[src/rtl/seg7_readback_decoder.sv]
// rtl/seg7_readback_decoder.sv - seven-segment readback: settle, decode one digit per clock, hold for handshake
module seg7_readback_decoder #(
  parameter int NUM_DIGITS     = 6,
  parameter int STABLE_CYCLES  = 4,
  parameter int SETTLE_TIMEOUT = 64
) (
  input  logic                    clk,
  input  logic                    reset,
  input  logic [8*NUM_DIGITS-1:0] seg_in,
  input  logic                    start,
  input  logic                    ready,
  output logic                    busy,
  output logic                    valid,
  output logic [4*NUM_DIGITS-1:0] value_out,
  output logic [NUM_DIGITS-1:0]   dp_out,
  output logic [NUM_DIGITS-1:0]   blank_mask,
  output logic [NUM_DIGITS-1:0]   invalid_mask,
  output logic                    timeout
);

  localparam int IDX_W = (NUM_DIGITS > 1) ? $clog2(NUM_DIGITS) : 1;
  localparam int STB_W = $clog2(STABLE_CYCLES + 1);
  localparam int TMO_W = $clog2(SETTLE_TIMEOUT + 1);

  typedef enum logic [1:0] {
    S_IDLE   = 2'd0,
    S_SETTLE = 2'd1,
    S_SCAN   = 2'd2,
    S_HOLD   = 2'd3
  } state_t;

  state_t                  r_state;
  logic [8*NUM_DIGITS-1:0] r_snap;
  logic [STB_W-1:0]        r_stb;
  logic [TMO_W-1:0]        r_tmo;
  logic [IDX_W-1:0]        r_idx;
  logic [4*NUM_DIGITS-1:0] r_value;
  logic [NUM_DIGITS-1:0]   r_dp;
  logic [NUM_DIGITS-1:0]   r_blank;
  logic [NUM_DIGITS-1:0]   r_invalid;
  logic                    r_timeout;

  logic [7:0]       w_seg;
  logic [5:0]       w_dec;
  logic [STB_W-1:0] w_stb_next;
  logic [TMO_W-1:0] w_tmo_next;
  logic             w_same;
  logic             w_last;

  // Segment pattern (bits6..0, active-low) to {blank, invalid, nibble}.
  function automatic logic [5:0] decode_seg(input logic [6:0] pat);
    logic [5:0] res;
    case (pat)
      7'h40:   res = 6'b00_0000;
      7'h79:   res = 6'b00_0001;
      7'h24:   res = 6'b00_0010;
      7'h30:   res = 6'b00_0011;
      7'h19:   res = 6'b00_0100;
      7'h12:   res = 6'b00_0101;
      7'h02:   res = 6'b00_0110;
      7'h78:   res = 6'b00_0111;
      7'h00:   res = 6'b00_1000;
      7'h10:   res = 6'b00_1001;
      7'h08:   res = 6'b00_1010;
      7'h03:   res = 6'b00_1011;
      7'h46:   res = 6'b00_1100;
      7'h21:   res = 6'b00_1101;
      7'h06:   res = 6'b00_1110;
      7'h0E:   res = 6'b00_1111;
      7'h7F:   res = 6'b10_0000;
      default: res = 6'b01_0000;
    endcase
    return res;
  endfunction

  // Snapshot digit under the scan index and its decoded form.
  assign w_seg = r_snap[{r_idx, 3'b000} +: 8];
  assign w_dec = decode_seg(w_seg[6:0]);

  // Saturating next values for the settle counters.
  assign w_stb_next = (r_stb == STB_W'(STABLE_CYCLES))  ? r_stb : r_stb + 1'b1;
  assign w_tmo_next = (r_tmo == TMO_W'(SETTLE_TIMEOUT)) ? r_tmo : r_tmo + 1'b1;
  assign w_same     = (seg_in == r_snap);
  assign w_last     = (r_idx == IDX_W'(NUM_DIGITS - 1));

  // Control FSM plus snapshot, counters and result registers.
  always_ff @(posedge clk or posedge reset) begin
    if (reset) begin
      r_state   <= S_IDLE;
      r_snap    <= '0;
      r_stb     <= '0;
      r_tmo     <= '0;
      r_idx     <= '0;
      r_value   <= '0;
      r_dp      <= '0;
      r_blank   <= '0;
      r_invalid <= '0;
      r_timeout <= 1'b0;
    end else begin
      case (r_state)
        S_IDLE: begin
          if (start) begin
            r_snap  <= seg_in;
            r_stb   <= '0;
            r_tmo   <= '0;
            r_state <= S_SETTLE;
          end
        end
        S_SETTLE: begin
          r_tmo <= w_tmo_next;
          if (w_same) begin
            r_stb <= w_stb_next;
          end else begin
            r_snap <= seg_in;
            r_stb  <= '0;
          end
          // Settling beats timing out when both happen on the same cycle.
          if (w_same && (w_stb_next == STB_W'(STABLE_CYCLES))) begin
            r_idx   <= '0;
            r_state <= S_SCAN;
          end else if (w_tmo_next == TMO_W'(SETTLE_TIMEOUT)) begin
            r_value   <= '0;
            r_dp      <= '0;
            r_blank   <= '0;
            r_invalid <= '0;
            r_timeout <= 1'b1;
            r_state   <= S_HOLD;
          end
        end
        S_SCAN: begin
          r_value[{r_idx, 2'b00} +: 4] <= w_dec[3:0];
          r_dp[r_idx]                  <= ~w_seg[7];
          r_blank[r_idx]               <= w_dec[5];
          r_invalid[r_idx]             <= w_dec[4];
          if (w_last) begin
            r_timeout <= 1'b0;
            r_state   <= S_HOLD;
          end else begin
            r_idx <= r_idx + 1'b1;
          end
        end
        S_HOLD: begin
          if (ready) begin
            r_state <= S_IDLE;
          end
        end
        default: r_state <= S_IDLE;
      endcase
    end
  end

  assign busy         = (r_state != S_IDLE);
  assign valid        = (r_state == S_HOLD);
  assign value_out    = r_value;
  assign dp_out       = r_dp;
  assign blank_mask   = r_blank;
  assign invalid_mask = r_invalid;
  assign timeout      = r_timeout;

endmodule

[config.mk]
export PLATFORM = sky130hd
export DESIGN_NAME = seg7_readback_decoder
export DESIGN_NICKNAME = d
export VERILOG_FILES = /design/src/rtl/seg7_readback_decoder.sv
export SDC_FILE = /design/constraint.sdc
export NUM_CORES = 1
export LEC_CHECK = 0
export CAP_MARGIN = 15
export CELL_PAD_IN_SITES_DETAIL_PLACEMENT = 2
export CELL_PAD_IN_SITES_GLOBAL_PLACEMENT = 2
export CORE_MARGIN = 5
export CORE_UTILIZATION = 35
export CTS_CLUSTER_SIZE = 12
export DETAILED_ROUTE_END_ITERATION = 8
export PLACE_DENSITY = 0.89
export SETUP_SLACK_MARGIN = 0.2
export SYNTH_ARGS = -nofsm -noshare
export SYNTH_HDL_FRONTEND = slang
export SYNTH_SLANG_ARGS = --single-unit
[constraint.sdc]
create_clock -name clk -period 4.5 [get_ports clk]
set_clock_uncertainty 0.15 [all_clocks]
set_input_delay 0.9 -clock clk [delete_from_list [all_inputs] [get_ports clk]]
set_output_delay 0.9 -clock clk [all_outputs]
set_load 0.02 [all_outputs]
-- Yosys cells after proc, flatten, opt, wreduce, memory -nomap -nowiden
Index checks and enable logic that the tools add are counted.
- add/subtract/negate cells: 4
- magnitude comparators: 2
- eq/ne operators: 34
- shift-type cells: 3
- multiplexer cells: 38
- bitwise gates (word level): 1
- reduce and logical (&&, ||, !) cells: 13
- operators by type and width (operator ; number):
    $pmux W6 S17 ; 1
    $mux W48 ; 2
    $pmux W48 S2 ; 1
    $eq A7 B7 Y1 const B ; 7
    $eq A48 B48 Y1 ; 1
    $mux W24 ; 2
    $pmux W24 S2 ; 1
    $shiftx A48 B7 Y8 ; 1
    $pmux W6 S2 ; 3
    $bwmux W24 ; 1
    $shift A4 B7 Y24 const A ; 1
    $shiftx A4 B7 Y24 ; 1
    $eq A7 B5 Y1 const B ; 3
    $eq A7 B6 Y1 const B ; 3
    $bwmux W6 ; 3
    $ne A2 B2 Y1 const B ; 8
    $mux W3 ; 5
    $eq A7 B2 Y1 const B ; 2
    $eq A7 B4 Y1 const B ; 2
    $mux W7 ; 2
    $pmux W7 S2 ; 1
    $mux W6 ; 2
    $pmux W3 S2 ; 2
    $mux W2 ; 5
    other kinds (22) ; 35
- register bits: 106
- bits of input ports: 52
- word-level logic and storage cells: 105

-- Depth between registers and ports, before layout
Gate-level depths: netlist (run 1).
- word-level depth: 6
- gate-level depth with buffers: 12
- depth with buffers taken out: 10

-- Least setup slack after synthesis (run 1)
OpenSTA, ideal clock, no wires.
- path kind: reg-to-reg
- from: reg r_tmo[2]
- to: reg r_value[20] (netlist: value_out[20])
- library setup time: 122 ps
- arrival: 2640 ps
- slack: 1588 ps
- cell stages (with the launch flop): 10
- buffers on the path: 2
- clock period less this slack: 2912 ps
- path through: dfrtp_1 -> buf_2 -> or4b_1 -> or4b_1 -> a22oi_1 -> and2b_1 -> a31oi_4 -> buf_2 -> o21bai_1 -> a32o_1
- word-level cells in the longest chain between the ends: 5
- elaborated cells on any way between the ends: 6
- classes of those cells: 1 x add/sub; 3 x eq/ne; 1 x mux; 1 x reduce/logical
- ends and longest elaborated chain (what ; RTL line ; RTL):
    start, declared ; 35 ; logic [TMO_W-1:0] r_tmo;
    start signal, assigned ; 110 ; r_tmo <= w_tmo_next;
    $add A7 B1 Y7 / $eq A7 B7 Y1 (equally long branches) ; 82 ; assign w_tmo_next = (r_tmo == TMO_W'(SETTLE_TIMEOUT)) ? r_tmo : r_tmo + 1'b1;
    $mux W7 (*) ; 82 ;
    $eq A7 B7 Y1 (*) ; 121 ; end else if (w_tmo_next == TMO_W'(SETTLE_TIMEOUT)) begin
    $ne A2 B2 Y1 (no source line) (*) ; n/a ;
    $reduce_and A3 Y1 (no source line) (*) ; n/a ;
    end signal, assigned by index ; 131 ; r_value[{r_idx, 2'b00} +: 4] <= w_dec[3:0];
    end, declared ; 37 ; logic [4*NUM_DIGITS-1:0] r_value;
Mark *: on every way between the ends. The rest lies on a longest branch, timed or not.
A chain may end at the register's enable or synchronous reset.

-- Worst setup path in the final report (run 1)
- from: in seg_in[35]
- to: reg r_blank[5] (netlist: blank_mask[5])
- word-level cells in the longest chain between the ends: 4
- ends and longest elaborated chain (what ; RTL line ; RTL):
    start, declared ; 9 ; input logic [8*NUM_DIGITS-1:0] seg_in,
    $eq A48 B48 Y1 ; 83 ; assign w_same = (seg_in == r_snap);
    $logic_and A1 B1 Y1 ; 118 ; if (w_same && (w_stb_next == STB_W'(STABLE_CYCLES))) begin
    $ne A2 B2 Y1 (no source line) ; n/a ;
    $reduce_and A3 Y1 (no source line) ; n/a ;
    end signal, assigned by index ; 133 ; r_blank[r_idx] <= w_dec[5];
    end, declared ; 39 ; logic [NUM_DIGITS-1:0] r_blank;
Every way passes these cells.

==> summary.txt, run 1 <==
Route
  • Post-route ant nets: 0
  • DR DRC count: 0
  • Routed WL: 21800 microns
  • DR WL/cell: 24.1 microns
  • DRT Pass-1 Iters: 4
  • Initial drt markers: 259
  • Avg Vias per Cell: 5.75
  • DR vias: 5225

Placed design
  • Placer Congestion: 0.817
  • IO Port Bufs: 96
  • Final HPWL from detailed placement: 16000 microns
  • Pre-CTS WS: 289 ps
  • Placed cell areas: 0.00736 sq mm

Worst setup path
  • Crit path max fanout: 13
  • Crit path arrival time: 3940 ps
  • Reg-to-reg startpoint: r_idx[2]
  • Startpoint Class: input pin
  • Crit path kind: in2reg
  • FF-to-FF path depth: 10
  • Worst reg2reg setup slack: 770 ps
  • R2r endpoint: value_out[4]
  • CP required: 4560 ps
  • Setup crit end kind: flip-flop

Power and ir drop
  • Clk network pwr share: 0.141
  • Max VDD drop: 0.323 mV
  • Share of total power in combinational logic: 0.563
  • Sw Ratio: 0.469
  • Static Leak: 3.12 nW
  • Power Dens Cells: 739 mW/mm^2
  • Psw: 2.66 mW
  • Reg power frac: 0.295
  • Cell-internal power: 3.01 mW

Global route
  • M1 GR Usage: 0.264
  • Total grt overflow: 0
  • Initial antenna violation count: 0
  • GRT Total Usage: 0.220
  • Largest net degree at the start of global routing: 88
  • Met2 usage: 0.409
  • First-pass GRT wire length: 35100 microns
  • Busiest layer in global routing: met2
  • GR Util met3: 0.0286
  • Vias in the first global route: 6047

Logic synthesis
  • Top_reg_cell synth: dfrtp_1
  • Largest area contributor in the synthesized netlist: dfrtp_1
  • Seq/Total Area, Yosys: 0.432
  • Area contributors post-synth: dfrtp_1, mux2_2, xnor2_1
  • Average size of a mapped cell: 10.5 sq um
  • Synth top cells by count: dfrtp_1, mux2_2, xnor2_1, nand2_1, o21ai_0
  • Cell variety after synth: 65
  • Ys async rst share: 1.00
  • #FFs+latches synth: 106
  • Mapped Cells: 586
  • Top-count cell post-synth: dfrtp_1
  • Syn_nets: 651
  • Post-Syn Area: 0.00614 sq mm
  • Number of synthesized flops with an enable pin: 0
  • Synth warnings: 0
  • Synth top area share: 0.432

Clock network
  • Clock slew at reported path FFs: 80 ps
  • Cts repair resizes: 0
  • CTS tree: done
  • Hold_buf cts: 0
  • Clk sink count: 106
  • Worst skew pair latency: 370 ps
  • Maximum root-to-sink buffer count: 2
  • Cts bufs inserted: 9
  • CTS root buf: clkbuf_16
  • Number of levels in the clock H-tree: 3
  • Post-CTS Setup Bufs: 0

Timing
  • Final setup violation count: 0
  • Post-route minimum period: 3870 ps
  • Final hold vios: 0
  • Slew margin rel.: 0.288
  • Worst slew pin tran: 1040 ps
  • RSZ-0062 raised after global routing: no
  • Slew Limit Fails: 0
  • Highest clock rate: 258 MHz
  • Period utilization: 0.861
  • Setup Total Neg Slack: 0 ps
  • PnR worst setup slack: 625 ps

Finish
  • Diodes inserted: 0
  • Area Overhead vs Synth: 25.1%
  • Final instance area: 0.00768 sq mm
  • NumNets Final: 743
  • Share of cells above drive strength 1: 0.143

Run
  • Max_cap viols: 0

Worst hold path
  • Hold Path Depth: 2
  • Hold crit path type: reg2reg
  • Hold EP: invalid_mask[1]
  • HP Start: invalid_mask[1]

Floorplanning
  • Io pins: 97
  • Die width: 142 microns
  • Initial Utilization: 0.356
  • Core Area: 0.0172 sq mm
  • Die height: 142 microns
  • Rows: 48
  • Die ar.: 0.0203 sq mm

Run status
  • Outcome: completed
==> flip-flops by register name, summed over array words and instances, names as in the netlist <==
register      count
blank_mask        6
dp_out            6
invalid_mask      6
r_idx             3
r_snap           48
r_state           2
r_stb             3
r_tmo             7
timeout           1
value_out        24
==> layout make-up <==
class | instances | area (sq um)
fillers | 1752 | 9560
clock inverters | 6 | 50.0
clock buffers | 10 | 239
repair buffers | 109 | 1080
flip-flops and latches | 106 | 2650
inverters | 18 | 70.1
well taps | 225 | 282
multi-input cells | 434 | 3310
==> metrics by stage <==
stage          power, mW   util  hold WS, ps  instances
2_1_floorplan       3.74      -          351        586
3_3_place_gp        4.55  0.427          321        891
4_1_cts             5.69  0.444          339        907
5_1_grt             6.01  0.446          356        908
6_report            5.67  0.446          336        908
3_5_place_dp        4.81  0.427          321        891
==> critical path, cell delays in order <==
cell,delay (ps)
clkdlybuf4s50_1,470
xnor2_1,280
nand4_1,190
nor4_1,610
nand4_1,340
a31oi_4,530
nor2_4,120
nand4_1,290
o21ai_0,200
==> routing by layer <==
layer	share of wire	up-vias
met4	0.019	0
met5	0	-
li1	-	2355
met3	0.036	24
met2	0.54	123
met1	0.41	2723
==> placed cells by master (no fill, tap or decap), drive strengths merged, types with 4 or more instances in the layout <==
cell           instances
dfrtp                106
clkdlybuf4s50         96
mux2                  57
xnor2                 53
nand2                 42
o21ai                 32
and3                  24
nor2                  22
a221o                 20
inv                   19
nand3                 16
nand4                 16
a21oi                 14
ha                    13
buf                   13
o31ai                 11
mux2i                 10
nor3                  10
clkbuf                10
a21o                   8
nor2b                  7
a22o                   7
a32o                   6
a31oi                  6
nand3b                 5
and2                   5
clkinv                 4
==> worst max path at each step <==
stage | startpoint | slack, ps | end
2_1_floorplan | reset | 660 | blank_mask[0]
3_3_place_gp | seg_in[24] | 570 | value_out[19]
3_5_place_dp | seg_in[24] | 290 | blank_mask[1]
4_1_cts | seg_in[35] | 680 | blank_mask[5]
5_1_grt | seg_in[35] | 500 | blank_mask[5]
6_report | seg_in[35] | 630 | blank_mask[5]
==> cells by family (layout without fill, tap and decap cells) <==
group                      after synthesis  count (layout)  synth area share
muxes                                   67              67             0.121
and+or+nand+nor                        166             166             0.148
adders and majority gates               13              13            0.0265
buffers and inverters                   46             143            0.0308
xor gates and xnor gates                55              55            0.0785
AOI/OAI and AO/OA                      133             133             0.164
DFF                                    106             106             0.432
==> power by group through the flow <==
stage                     Combinational [mW]  Sequential, mW  Clock [mW]
after floorplan                         2.14            1.59           0
after global placement                  2.92            1.63           0
after detailed placement                3.13            1.69           0
after CTS                               3.20            1.67       0.811
after global routing                    3.45            1.72       0.839
final                                   3.20            1.68       0.801
(Power assumes the default switching activity.)
==> inputs of run 2 (changes only) <==
- CAP_MARGIN: 15 -> 20
==> results of run 2 <==
Final layout, timing and power as in run 1 (identical DEF).
==> inputs of run 3 (changes only) <==
- SETUP_SLACK_MARGIN: 0.2 -> not set
==> results of run 3 <==
Final layout, timing and power as in run 1 (identical DEF).
